File: config.mk
export PLATFORM = sky130hd
export DESIGN_NAME = md_sequencer
export DESIGN_NICKNAME = d
export VERILOG_FILES = /design/src/rtl/md_sequencer.sv
export SDC_FILE = /design/constraint.sdc
export NUM_CORES = 1
export LEC_CHECK = 0
export BUFFER_PORTS_ARGS = -buffer_cell sky130_fd_sc_hd__buf_2
export CORE_ASPECT_RATIO = 1.2
export CORE_MARGIN = 10
export CORE_UTILIZATION = 30
export DETAILED_ROUTE_END_ITERATION = 16
export PLACE_DENSITY = 0.53
export SETUP_SLACK_MARGIN = 0.1
export SLEW_MARGIN = 40
export SYNTH_ARGS = -nofsm -noshare
export SYNTH_HDL_FRONTEND = slang
export SYNTH_SLANG_ARGS = --single-unit
export TNS_END_PERCENT = 10
File: constraint.sdc
create_clock -name clk_i -period 6.3 [get_ports clk_i]
set_input_delay 0.315 -clock clk_i [delete_from_list [all_inputs] [get_ports clk_i]]
set_output_delay 0.315 -clock clk_i [all_outputs]
set_load 0.05 [all_outputs]
File: src/rtl/md_sequencer.sv
// Iterative RV32M multiply/divide unit: shift-add multiply, restoring divide, one bit per cycle.
// Optional build macro MD_EARLY_OUT_EN: multiplies finish once the remaining multiplier is zero.
module md_sequencer #(
    parameter int WORD_WIDTH = 32,
    parameter int CNT_WIDTH  = $clog2(WORD_WIDTH)
) (
    input  logic                  clk_i,
    input  logic                  rst_i,
    input  logic                  valid_i,
    output logic                  ready_o,
    input  logic [2:0]            md_op_i,
    input  logic [WORD_WIDTH-1:0] operand_a_i,
    input  logic [WORD_WIDTH-1:0] operand_b_i,
    input  logic                  flush_i,
    output logic                  stall_o,
    output logic                  valid_o,
    output logic [WORD_WIDTH-1:0] result_o
);
    localparam int W = WORD_WIDTH;
    localparam logic [1:0] ST_IDLE = 2'd0;
    localparam logic [1:0] ST_MUL  = 2'd1;
    localparam logic [1:0] ST_DIV  = 2'd2;
    localparam logic [1:0] ST_DONE = 2'd3;
    localparam logic [W-1:0] MIN_NEG = {1'b1, {(W-1){1'b0}}};

    logic [1:0]           state_reg;
    logic [CNT_WIDTH-1:0] cnt_reg;
    logic [2:0]           op_reg;
    logic [2*W-1:0]       acc_reg;     // product, or {remainder, quotient/dividend}
    logic [2*W-1:0]       mcand_reg;   // shifted multiplicand; divisor in the low half
    logic [W-1:0]         mplier_reg;
    logic                 neg_q_reg;
    logic                 neg_r_reg;
    logic [W-1:0]         result_reg;

    logic           a_signed, b_signed, sa, sb;
    logic [W-1:0]   mag_a, mag_b;
    logic           div_zero, div_ovf, accept;
    logic [2*W-1:0] mul_sum, mcand_shift;
    logic [W-1:0]   mplier_shift;
    logic           mul_last;
    logic [W:0]     rem_shift;
    logic           rem_ge;
    logic [W-1:0]   rem_sub;
    logic [2*W-1:0] div_next;
    logic [2*W-1:0] prod_fix;
    logic [W-1:0]   quo_fix, rem_fix, done_result;

    assign accept   = (state_reg == ST_IDLE) && valid_i && !flush_i;
    assign a_signed = (md_op_i == 3'b001) || (md_op_i == 3'b010) || (md_op_i == 3'b100) || (md_op_i == 3'b110);
    assign b_signed = (md_op_i == 3'b001) || (md_op_i == 3'b100) || (md_op_i == 3'b110);
    assign sa       = a_signed && operand_a_i[W-1];
    assign sb       = b_signed && operand_b_i[W-1];
    assign mag_a    = sa ? ('0 - operand_a_i) : operand_a_i;
    assign mag_b    = sb ? ('0 - operand_b_i) : operand_b_i;
    assign div_zero = md_op_i[2] && (operand_b_i == '0);
    assign div_ovf  = md_op_i[2] && !md_op_i[0] && (operand_a_i == MIN_NEG) && (&operand_b_i);

    assign mul_sum      = acc_reg + (mplier_reg[0] ? mcand_reg : '0);
    assign mcand_shift  = {mcand_reg[2*W-2:0], 1'b0};
    assign mplier_shift = {1'b0, mplier_reg[W-1:1]};
`ifdef MD_EARLY_OUT_EN
    assign mul_last = (cnt_reg == '0) || (mplier_shift == '0);
`else
    assign mul_last = (cnt_reg == '0);
`endif

    // Partial remainder needs W+1 bits after the shift before the trial subtract.
    assign rem_shift = {acc_reg[2*W-1:W], acc_reg[W-1]};
    assign rem_ge    = rem_shift >= {1'b0, mcand_reg[W-1:0]};
    assign rem_sub   = W'(rem_shift - {1'b0, mcand_reg[W-1:0]});
    assign div_next  = rem_ge ? {rem_sub, acc_reg[W-2:0], 1'b1}
                              : {rem_shift[W-1:0], acc_reg[W-2:0], 1'b0};

    assign prod_fix = neg_q_reg ? ('0 - acc_reg) : acc_reg;
    assign quo_fix  = neg_q_reg ? ('0 - acc_reg[W-1:0]) : acc_reg[W-1:0];
    assign rem_fix  = neg_r_reg ? ('0 - acc_reg[2*W-1:W]) : acc_reg[2*W-1:W];

    always_comb begin
        done_result = prod_fix[W-1:0];
        case (op_reg)
            3'b000:                 done_result = prod_fix[W-1:0];
            3'b001, 3'b010, 3'b011: done_result = prod_fix[2*W-1:W];
            3'b100, 3'b101:         done_result = quo_fix;
            default:                done_result = rem_fix;
        endcase
    end

    assign ready_o  = (state_reg == ST_IDLE);
    assign stall_o  = (state_reg == ST_IDLE) ? (valid_i && !flush_i) : 1'b1;
    assign valid_o  = (state_reg == ST_DONE) && !flush_i;
    assign result_o = (state_reg == ST_DONE) ? done_result : result_reg;

    always_ff @(posedge clk_i or posedge rst_i) begin
        if (rst_i) begin
            state_reg  <= ST_IDLE;
            cnt_reg    <= '0;
            op_reg     <= '0;
            acc_reg    <= '0;
            mcand_reg  <= '0;
            mplier_reg <= '0;
            neg_q_reg  <= 1'b0;
            neg_r_reg  <= 1'b0;
            result_reg <= '0;
        end else if (flush_i) begin
            state_reg <= ST_IDLE;
        end else begin
            case (state_reg)
                ST_IDLE: if (accept) begin
                    op_reg  <= md_op_i;
                    cnt_reg <= CNT_WIDTH'(W - 1);
                    // Fast paths load the final {remainder, quotient} with no sign fix-up.
                    if (div_zero) begin
                        acc_reg   <= {operand_a_i, {W{1'b1}}};
                        neg_q_reg <= 1'b0;
                        neg_r_reg <= 1'b0;
                        state_reg <= ST_DONE;
                    end else if (div_ovf) begin
                        acc_reg   <= {{W{1'b0}}, MIN_NEG};
                        neg_q_reg <= 1'b0;
                        neg_r_reg <= 1'b0;
                        state_reg <= ST_DONE;
                    end else if (md_op_i[2]) begin
                        acc_reg   <= {{W{1'b0}}, mag_a};
                        mcand_reg <= {{W{1'b0}}, mag_b};
                        neg_q_reg <= sa ^ sb;
                        neg_r_reg <= sa;
                        state_reg <= ST_DIV;
                    end else begin
                        acc_reg    <= '0;
                        mcand_reg  <= {{W{1'b0}}, mag_a};
                        mplier_reg <= mag_b;
                        neg_q_reg  <= sa ^ sb;
                        neg_r_reg  <= sa;
                        state_reg  <= ST_MUL;
                    end
                end
                ST_MUL: begin
                    acc_reg    <= mul_sum;
                    mcand_reg  <= mcand_shift;
                    mplier_reg <= mplier_shift;
                    cnt_reg    <= cnt_reg - CNT_WIDTH'(1);
                    if (mul_last) state_reg <= ST_DONE;
                end
                ST_DIV: begin
                    acc_reg <= div_next;
                    cnt_reg <= cnt_reg - CNT_WIDTH'(1);
                    if (cnt_reg == '0) state_reg <= ST_DONE;
                end
                default: begin
                    result_reg <= done_result;
                    state_reg  <= ST_IDLE;
                end
            endcase
        end
    end
endmodule
==> impl_metrics.ini <==
[sta]
tns_ps = 0
max_slew_margin_pct = 37.2
fin_crit_ps = 5160
final_hold_viol_count = 0
setup_viol = 0
rsz0062_at_grt = false
hold_slack_ps = 89.6
fin_ws_ps = 1140
period_share_pct = 81.9
worst_pin_slew_ps = 936
max_freq_mhz = 194
clock_skew_ps = 33.9
drv_slew = 0

[clock_network]
cts_tree = done
path_clk_slew_ps = 60
cts_buffers = 27
clkLatencyLatePin_ps = 590
cts_buffer_depth = 3
numClockSinks = 204
cts_root_buf = clkbuf_16
htreeDepth = 1

[flow_run]
cap_viol_max_count = 0

[power_and_ir_drop]
finalPower_uw = 10800
peakVddDrop_mv = 0.322
powerDensity_nw_per_um2 = 480
leakagePower_uw = 0.00946

[logic_synthesis]
synth.avg_cell_area_um2 = 7.36
synth.distinct_cells = 82
yosysSeqAreaShare_pct = 25.2
synth_seq_cells = 204
ys.flop_type = dfrtp_1
synth_area_leaders = dfrtp_1 25%, a21oi_1 7.0%, nand2_1 6.9%
synth_area_leader_cell = dfrtp_1
synthCells = 2756
syn_area_um2 = 20300
synthesis.nets = 2936
ys_warn_count = 0
async_reset_ff_share_pct = 100
synth_top_area_share_pct = 25.2
synth_edf_count = 0

[layout]
final_nets = 2921
area_delta_synth_final_pct = 11.2
final_core_util_pct = 33.7
layout_common_cells = 369 x nand2_1, 285 x a21oi_1, 258 x o21ai_0
final_common_cell = nand2_1
drive_gt1_share_pct = 9.28
fillers = 7250

[placed_design]
hpwl_um = 65200
pre_cts_ws_ps = 1690
io_buffers = 105
gp_congestion = 1.03

[floorplanning]
die_area_um2 = 78500
ios = 106
num_rows = 104
core_area_um2 = 67000
dieWidth_um = 257
initial_utilization_pct = 30.3
fp.dieH_um = 305

[drt]
num_vias = 21000
via_per_inst = 5.74
drtIter0Drc = 2049
totalWireLength_um = 85100
firstDrtPassIters = 7
wire_per_inst_um = 23.2
drc = 0
ant_nets = 0

[setup_path]
ff2ff_setup_slack_ps = 1140
rr_worst_depth = 12
crit_fanout = 19
crit_type = reg2reg
timing.rr.start = mplier_reg[0]$_DFFE_PP0P_
cp-start-kind = flip-flop
r2r-end = acc_reg[30]$_DFFE_PP0P_
critPathRequiredTime_ps = 6790
critPathCaptureType = flip-flop
worstPathArrival_ps = 5650

[worst_hold_path]
hold_class = in2reg
hp-start = operand_a_i[27]
holdPathStages = 3
hold_path_end = acc_reg[59]$_DFFE_PP0P_

[global_routing]
grt_max_degree = 160
grt_use_total_pct = 20.8
grt_pass1_wl_um = 128000
grt_pass1_vias = 20300
grt_overflow = 0
antenna_found_initial = 3

[status]
status = finished, final reports clean
==> synth_stat cells, types with 36 or more instances <==
cell type,n
nand2_1,371
a21oi_1,285
o21ai_0,258
nor2_1,219
dfrtp_1,204
clkbuf_1,157
xnor2_1,118
ha_1,107
inv_1,91
xor2_1,81
a211oi_1,80
and2_1,71
nor3_1,57
a21o_1,51
nand3_1,43
o31ai_1,36
==> critical path, stage by stage (launching register included) <==
cell	delay (ps)
dfrtp_1	860
buf_4	310
and2_1	150
ha_1	280
a21oi_1	500
o22ai_1	160
o21ai_0	760
o21ai_0	390
a31oi_1	610
o21ai_0	420
xnor2_1	260
a21oi_1	90
o31ai_1	260
==> worst max-delay path by stage <==
| stage | from | to | slack (ps) | cells past startpoint |
|---|---|---|---|---|
| after floorplan | rst_i | acc_reg[0]$_DFFE_PP0P_ | 420 | 1 |
| after global placement | mplier_reg[0]$_DFFE_PP0P_ | acc_reg[32]$_DFFE_PP0P_ | 1730 | 12 |
| after detailed placement | mplier_reg[0]$_DFFE_PP0P_ | acc_reg[30]$_DFFE_PP0P_ | 1690 | 12 |
| after CTS | acc_reg[9]$_DFFE_PP0P_ | result_o[29] | 1290 | 10 |
| after global routing | mplier_reg[0]$_DFFE_PP0P_ | acc_reg[30]$_DFFE_PP0P_ | 1060 | 12 |
| final | mplier_reg[0]$_DFFE_PP0P_ | acc_reg[30]$_DFFE_PP0P_ | 1140 | 12 |
==> area by class of cell <==
cell class | count | area, µm² | area share, %
Timing Repair Buffer | 140 | 848 | 3.76
Inverter | 91 | 349 | 1.55
Sequential cell | 204 | 5110 | 22.6
Clock inverter | 17 | 223 | 0.987
Antenna cell | 1 | 2.50 | 0.0111
Multi-Input combinational cell | 2277 | 14200 | 62.9
Tap cell | 901 | 1130 | 5.00
Clock buffer | 31 | 711 | 3.15
==> repair_timing <==
item / 4_1_cts / 5_1_grt
hold endpoints to repair: 61 / 0
buffers inserted: 0 / 0
resized for setup: 0 / 0
hold buffers: 1 / 0
==> through the flow <==
| step | cell area, µm² | instances |
|---|---|---|
| after floorplan | 20300 | 2756 |
| after global placement | 21500 | 3609 |
| after detailed placement | 21600 | 3612 |
| after CTS | 22600 | 3661 |
| after global routing | 22600 | 3661 |
| final | 22600 | 3662 |
==> cell families after synthesis <==
family,Yosys count,share of synthesized area (%)
adders and majority gates,109,6.80
and+or+nand+nor,967,22.4
AOI/OAI and AO/OA,959,29.6
muxes,43,2.24
xor gates and xnor gates,199,8.59
buffers and inverters,275,5.29
DFF,204,25.2
==> metal layers <==
layer  vias up  wire [µm]  track usage (%)
met1     10000      36000             26.6
li1       9944          -                -
met4         4       4250             9.87
met3       203       6700             4.10
met5         -         27                0
met2       813      38100             33.1
==> power by group <==
part           switching [µW]  leakage, µW  internal (µW)  total, µW
Sequential                738      0.00259           1740       2480
Combinational            4390      0.00640           2260       6650
Clock                     680     0.000460           1010       1690
Power figures use the tool's default switching activity.
